$ cat src/rtl/rr_int_to_pcim_rr.sv
// rr_int_to_pcim_rr
// Turns per-channel interrupt pulses into single-beat AXI4 writes into a
// host-visible notification buffer. Each channel owns one AXI_WIDTH/8-byte
// slot at base + idx*(AXI_WIDTH/8). A written line carries
// {zeros, payload, seq+1}. The channel is acknowledged only after an OKAY
// B response. A non-OKAY response sets a sticky err and re-queues the channel.
//
// Ports
//   clk, rstn              clock, asynchronous active-low reset
//   offset, offset_update  buffer base; the update strobe also arms the block
//   int_req, int_payload   per-channel request pulse and payload (same edge)
//   int_ack                one-cycle acknowledge, at most one bit per cycle
//   err                    sticky error flag for any non-OKAY bresp
//   pcim_aw*/w*/b*         AXI4 write master, single beat, one outstanding
//   dbg_state              current FSM state (IDLE=0, ISSUE=1, WAIT_B=2)
//
// Handshake semantics: a beat transfers on a rising clk edge where valid and
// ready are both high. Once raised, awvalid/wvalid stay high with stable
// awaddr/wdata until their own transfer. The two channels complete
// independently, in either order or on the same edge. bready is tied high.
module rr_int_to_pcim_rr #(
  parameter int          NUM_INT        = 16,
  parameter int          AXI_ADDR_WIDTH = 64,
  parameter int          AXI_WIDTH      = 512,
  parameter int          PAYLOAD_W      = 32,
  parameter logic [15:0] AXI_ID         = 16'h0000
) (
  input  logic                          clk,
  input  logic                          rstn,
  input  logic [AXI_ADDR_WIDTH-1:0]     offset,
  input  logic                          offset_update,
  input  logic [NUM_INT-1:0]            int_req,
  input  logic [NUM_INT*PAYLOAD_W-1:0]  int_payload,
  output logic [NUM_INT-1:0]            int_ack,
  output logic                          err,
  output logic                          pcim_awvalid,
  input  logic                          pcim_awready,
  output logic [AXI_ADDR_WIDTH-1:0]     pcim_awaddr,
  output logic [15:0]                   pcim_awid,
  output logic [7:0]                    pcim_awlen,
  output logic [2:0]                    pcim_awsize,
  output logic                          pcim_wvalid,
  input  logic                          pcim_wready,
  output logic [AXI_WIDTH-1:0]          pcim_wdata,
  output logic [AXI_WIDTH/8-1:0]        pcim_wstrb,
  output logic                          pcim_wlast,
  input  logic                          pcim_bvalid,
  input  logic [1:0]                    pcim_bresp,
  output logic                          pcim_bready,
  output logic [1:0]                    dbg_state
);

  localparam int IDX_W  = (NUM_INT > 1) ? $clog2(NUM_INT) : 1;
  localparam int STRB_W = AXI_WIDTH / 8;
  localparam logic [AXI_ADDR_WIDTH-1:0] STRIDE = AXI_ADDR_WIDTH'(STRB_W);

  typedef enum logic [1:0] {S_IDLE = 2'd0, S_ISSUE = 2'd1, S_WAIT_B = 2'd2} state_t;

  state_t                    state_q, state_d;
  logic [AXI_ADDR_WIDTH-1:0] base_q, base_d;
  logic                      armed_q, armed_d;
  logic [NUM_INT-1:0]        pending_q, pending_d;
  logic [PAYLOAD_W-1:0]      payload_q [NUM_INT];
  logic [PAYLOAD_W-1:0]      payload_d [NUM_INT];
  logic [31:0]               seq_q [NUM_INT];
  logic [31:0]               seq_d [NUM_INT];
  logic [IDX_W-1:0]          rr_ptr_q, rr_ptr_d;
  logic [IDX_W-1:0]          idx_q, idx_d;
  logic [AXI_ADDR_WIDTH-1:0] awaddr_q, awaddr_d;
  logic [AXI_WIDTH-1:0]      wdata_q, wdata_d;
  logic                      awvalid_q, awvalid_d;
  logic                      wvalid_q, wvalid_d;
  logic [NUM_INT-1:0]        ack_q, ack_d;
  logic                      err_q, err_d;

  // First pending channel at or after rr_ptr, wrapping around.
  logic             gnt_found;
  logic [IDX_W-1:0] gnt_idx;
  int               cand;

  always_comb begin
    gnt_found = 1'b0;
    gnt_idx   = '0;
    cand      = 0;
    for (int j = 0; j < NUM_INT; j++) begin
      cand = int'(rr_ptr_q) + j;
      if (cand >= NUM_INT) cand = cand - NUM_INT;
      if (!gnt_found && pending_q[IDX_W'(cand)]) begin
        gnt_found = 1'b1;
        gnt_idx   = IDX_W'(cand);
      end
    end
  end

  always_comb begin
    state_d   = state_q;
    base_d    = base_q;
    armed_d   = armed_q;
    pending_d = pending_q;
    payload_d = payload_q;
    seq_d     = seq_q;
    rr_ptr_d  = rr_ptr_q;
    idx_d     = idx_q;
    awaddr_d  = awaddr_q;
    wdata_d   = wdata_q;
    awvalid_d = awvalid_q;
    wvalid_d  = wvalid_q;
    ack_d     = '0;
    err_d     = err_q;

    if (offset_update) begin
      base_d  = offset;
      armed_d = 1'b1;
    end

    case (state_q)
      S_IDLE: begin
        if (armed_q && gnt_found) begin
          pending_d[gnt_idx] = 1'b0;
          rr_ptr_d  = (gnt_idx == IDX_W'(NUM_INT - 1)) ? '0 : gnt_idx + 1'b1;
          idx_d     = gnt_idx;
          awaddr_d  = base_q + (AXI_ADDR_WIDTH'(gnt_idx) * STRIDE);
          wdata_d   = '0;
          wdata_d[31:0]            = seq_q[gnt_idx] + 32'd1;
          wdata_d[32 +: PAYLOAD_W] = payload_q[gnt_idx];
          awvalid_d = 1'b1;
          wvalid_d  = 1'b1;
          state_d   = S_ISSUE;
        end
      end
      S_ISSUE: begin
        if (pcim_awready) awvalid_d = 1'b0;
        if (pcim_wready)  wvalid_d  = 1'b0;
        if ((!awvalid_q || pcim_awready) && (!wvalid_q || pcim_wready))
          state_d = S_WAIT_B;
      end
      S_WAIT_B: begin
        if (pcim_bvalid) begin
          if (pcim_bresp == 2'b00) begin
            seq_d[idx_q] = seq_q[idx_q] + 32'd1;
            ack_d[idx_q] = 1'b1;
          end else begin
            // Retry through normal arbitration; sequence number is not consumed.
            err_d            = 1'b1;
            pending_d[idx_q] = 1'b1;
          end
          state_d = S_IDLE;
        end
      end
      default: state_d = S_IDLE;
    endcase

    // Captured last so a request landing on its own grant cycle stays pending.
    for (int i = 0; i < NUM_INT; i++) begin
      if (int_req[i]) begin
        pending_d[i] = 1'b1;
        payload_d[i] = int_payload[i*PAYLOAD_W +: PAYLOAD_W];
      end
    end
  end

  always_ff @(posedge clk or negedge rstn) begin
    if (!rstn) begin
      state_q   <= S_IDLE;
      base_q    <= '0;
      armed_q   <= 1'b0;
      pending_q <= '0;
      for (int i = 0; i < NUM_INT; i++) begin
        payload_q[i] <= '0;
        seq_q[i]     <= '0;
      end
      rr_ptr_q  <= '0;
      idx_q     <= '0;
      awaddr_q  <= '0;
      wdata_q   <= '0;
      awvalid_q <= 1'b0;
      wvalid_q  <= 1'b0;
      ack_q     <= '0;
      err_q     <= 1'b0;
    end else begin
      state_q   <= state_d;
      base_q    <= base_d;
      armed_q   <= armed_d;
      pending_q <= pending_d;
      payload_q <= payload_d;
      seq_q     <= seq_d;
      rr_ptr_q  <= rr_ptr_d;
      idx_q     <= idx_d;
      awaddr_q  <= awaddr_d;
      wdata_q   <= wdata_d;
      awvalid_q <= awvalid_d;
      wvalid_q  <= wvalid_d;
      ack_q     <= ack_d;
      err_q     <= err_d;
    end
  end

  assign int_ack      = ack_q;
  assign err          = err_q;
  assign pcim_awvalid = awvalid_q;
  assign pcim_awaddr  = awaddr_q;
  assign pcim_awid    = AXI_ID;
  assign pcim_awlen   = 8'd0;
  assign pcim_awsize  = 3'($clog2(STRB_W));
  assign pcim_wvalid  = wvalid_q;
  assign pcim_wdata   = wdata_q;
  assign pcim_wstrb   = '1;
  assign pcim_wlast   = 1'b1;
  assign pcim_bready  = 1'b1;
  assign dbg_state    = state_q;

endmodule
$ cat config.mk
export PLATFORM = sky130hd
export DESIGN_NAME = rr_int_to_pcim_rr
export DESIGN_NICKNAME = d
export VERILOG_FILES = /design/src/rtl/rr_int_to_pcim_rr.sv
export SDC_FILE = /design/constraint.sdc
export NUM_CORES = 2
export LEC_CHECK = 0
export ABC_AREA = 1
export CORE_AREA = 2 2 499 501
export CTS_CLUSTER_DIAMETER = 80
export DETAILED_ROUTE_END_ITERATION = 6
export DIE_AREA = 0 0 501 503
export PLACE_DENSITY = 0.53
export SLEW_MARGIN = 10
export SYNTH_ARGS = -nofsm -noshare
export SYNTH_HDL_FRONTEND = slang
export SYNTH_SLANG_ARGS = --single-unit
$ cat constraint.sdc
create_clock -name clk -period 7.86 [get_ports clk]
set_input_delay 1.572 -clock clk [delete_from_list [all_inputs] [get_ports clk]]
set_output_delay 1.572 -clock clk [all_outputs]
set_load 0.02 [all_outputs]
==> summary.txt <==
Place
  • Placed wire-length estimate after detailed placement: 202000 um
  • GP Congestion: 0.919
  • Count of input and output buffers: 748

Drt
  • Top Layer Used: met5
  • DRC viols: 0
  • Total Wirelength: 296000 um
  • Count of antenna-violating nets left after detailed routing: 0
  • Routed wire length per instance: 23.1 um
  • Routed met1 length: between 100000 and 150000 um
  • Total vias in the final route: 62900
  • Vias/cell: 4.90
  • First-iteration detailed-routing DRC count: 6445
  • Number of optimization iterations in the first detailed-route pass: 6
  • Routed length on met3: 26800 um
  • Metal2 WL: 139000 um

Setup path
  • Slowest cell delay on critical path: 0.47 ns
  • Worst path arrival time: 7.74 ns
  • Cell type with the highest occurrence count on the critical path: nand2_1
  • Worst Path Max Fanout: 14
  • Buf+Inv Stages, Crit Path: 5
  • Reg-to-reg setup timing slack: 0.77 ns
  • Sort of element at the end of the critical path: register
  • Required time reported for the critical path endpoint: around 8.5 ns
  • Startpoint of the lowest-slack register-to-register path: rr_ptr_q[0]
  • Critical setup path kind: reg2reg
  • Reg2reg end: pcim_awaddr[63]
  • Crit path max-delay family: simple AND/OR/NAND/NOR gates
  • Critical path's slowest cell: dfrtp_2
  • Logic depth of the worst register-to-register path: 40
  • Startpoint types: register

Synthesis
  • Cell count after synthesis: between 8000 and 9000
  • Number of warnings printed during yosys synthesis: 0
  • Post-synth cell types: 55
  • Flip-flop and latch count after synthesis: around 1300
  • Number of enable-type register cells in the synthesized netlist: 0
  • Post-synthesis area per instance: 7.77 um2
  • Share of synthesized area occupied by flip-flops and latches: 45.6%
  • Netlist area before placement: around 0.07 mm2
  • Async S/R FF share, synth: 100%
  • Ys flop type: dfrtp_1

Global routing
  • Total global-route track usage: 22.6%
  • Gr ovfl total: 0
  • Wire length of the first global-routing pass: 421000 um
  • Pin count of the biggest net entering global routing: 167
  • Initial antenna violation count: 130
  • Number of global-route vias before repair: 59700

Floorplan
  • Die ar.: 0.252 mm2
  • Area of the core: 0.247 mm2
  • Die span in x: 501 um
  • Initial cell density of the core: between 20% and 30%
  • Chip Height: 503 um
  • Number of top-level pins: 1290
  • Number of standard-cell rows in the floorplan: 183

CTS
  • Clock tree from TritonCTS: done
  • Insertion delay to the later sink of the worst-skew pair: 0.84 ns
  • Cts bufs inserted: 149
  • CTS H-Tree Depth: 4
  • Clock root cell: clkbuf_16
  • Clk slew on worst S/H paths: 0.06 ns
  • Hold-fix buffer count after cts: 0
  • Maximum count of clock buffers along a single path: 3
  • Clock Sinks: between 1000 and 1500

STA
  • Actual slew at the worst max-slew pin: 1.33 ns
  • Final-report hold violation count: 0
  • Time the worst path needs with I/O delays and setup: 7.09 ns
  • Fmax: 0.141 GHz
  • Total Neg Setup Slack: 0 ns
  • Share of the clock period used by the worst path after layout: 90.2%
  • Remaining max-slew budget at the tightest pin: 11.5%
  • Final setup violation count: 0
  • Final Max Tran Viols: 0
  • Final setup skew: approximately 0.059 ns

Status
  • Outcome: complete, no violations

Finish
  • Layout cell share with drive strength beyond 1: 8.24%
  • Final Net Count: 10000
  • Area growth syn-to-layout: 20.4%

Worst hold path
  • Kind of path behind the tightest hold check: reg2reg
  • Worst hold stages: 1
  • Launch point of the worst hold path: armed_q
  • Hold EP: armed_q

Job
  • Max_cap viols: 0
stage by stage:
stage	hold slack, ns	setup WS [ns]	util, %	instance area [um2]	cells
after detailed placement	0.467	0.0158	31.6	78000	12500
final	0.476	0.774	33.8	83400	12800
after floorplan	0.432	0.571	-	71300	9453
after global routing	0.494	-0.0338	33.7	83300	12800
after global placement	0.462	-0.120	31.6	78000	12500
after CTS	0.480	0.126	33.7	83200	12800
placed cells by master (no fill, tap or decap), types with 12 or more instances in the layout:
cell,Yosys,routed
nor4_1,18,12
diode_2,0,48
o21ai_0,1433,1432
nand3b_1,15,15
clkbuf_8,0,34
xor2_1,71,69
clkbuf_1,399,45
buf_4,549,155
nand4_1,47,47
nor2_1,220,202
nor3_1,44,41
a31oi_1,25,25
mux2_2,256,256
buf_2,89,16
a41oi_1,23,23
inv_1,883,878
o21ai_1,27,27
clkinv_1,10,13
buf_12,0,18
o22ai_1,100,100
conb_1,2,541
a21oi_1,334,334
inv_2,15,15
nand2_1,2406,2403
a22oi_1,48,48
dfrtp_1,1262,1260
ha_1,17,17
clkbuf_16,0,151
nor2_2,25,35
nor2_4,6,14
nand3_1,440,437
clkdlybuf4s50_1,0,730
state kept, by name (all words and copies together) (netlist names):
| signal | flops |
|---|---|
| armed_q | 1 |
| base_q | 64 |
| dbg_state | 2 |
| err | 1 |
| idx_q | 4 |
| int_ack | 16 |
| payload_q | 512 |
| pcim_awaddr | 64 |
| pcim_awvalid | 1 |
| pcim_wdata | 64 |
| pcim_wvalid | 1 |
| pending_q | 16 |
| rr_ptr_q | 4 |
| seq_q | 512 |
cells in the mapped netlist, drive strengths merged (10+ instances only):
| library cell | count | area [um2] |
|---|---|---|
| buf | 699 | 4930 |
| a22oi | 48 | 360 |
| nand2 | 2416 | 9100 |
| nand4 | 53 | 378 |
| xor2 | 74 | 671 |
| a41oi | 23 | 201 |
| clkinv | 10 | 37.5 |
| clkbuf | 399 | 1500 |
| nand3b | 15 | 113 |
| mux2 | 256 | 2880 |
| a31oi | 26 | 169 |
| nand3 | 441 | 2210 |
| a21oi | 334 | 1670 |
| o22ai | 100 | 626 |
| nor2 | 251 | 1050 |
| inv | 899 | 3380 |
| o21ai | 1461 | 7320 |
| nor4 | 18 | 113 |
| ha | 17 | 213 |
| xnor2 | 12 | 105 |
| nor3 | 44 | 220 |
| dfrtp | 1262 | 31600 |
area by class of cell:
type,instances,area [um2]
diodes,48,120
well taps,3237,4050
fillers,26000,164000
repair buffers,920,8940
clock buffers,230,4420
clock inverters,42,714
inverters,909,3420
multi-input cells,6184,30100
flip-flops and latches,1262,31600
cell families (layout without fill, tap and decap cells):
kind of cell | count (synthesis) | after routing | synth area share (%)
simple gates | 3246 | 3246 | 19.1
xor+xnor | 86 | 86 | 1.12
mux | 256 | 256 | 4.16
compound gates | 2037 | 2037 | 15.5
flops | 1262 | 1262 | 45.6
buf+inv | 2007 | 2101 | 14.2
fa+ha+maj | 18 | 18 | 0.336
other cells | 2 | 589 | 0.0108
metal layers:
metal	vias up	GRT usage [%]
met5	-	0
met4	122	9.83
met3	654	6.11
met2	2918	36.7
met1	30400	28.1
li1	28800	-
repair_timing:
| item | CTS | global route |
|---|---|---|
| buffers inserted | 0 | 1 |
| setup endpoints to repair | 1 | 13 |
| pin swaps | 0 | 1 |
| gates resized for setup | 1 | 15 |
worst max path at each step:
stage,from,endpoint,slack (ns),cells past startpoint
CTS,rr_ptr_q[0],pcim_awaddr[63],0.13,40
global placement,rr_ptr_q[2],pcim_awaddr[63],-0.12,38
global route,rr_ptr_q[1],pcim_awaddr[63],-0.03,40
detailed placement,rr_ptr_q[2],pcim_awaddr[63],0.02,38
finish,rr_ptr_q[0],pcim_awaddr[63],0.77,40
floorplan,rr_ptr_q[1],pcim_awaddr[63],0.57,43
Power is not shown: default switching activity piles up to over one toggle a cycle in this logic, so the estimate is an artifact.
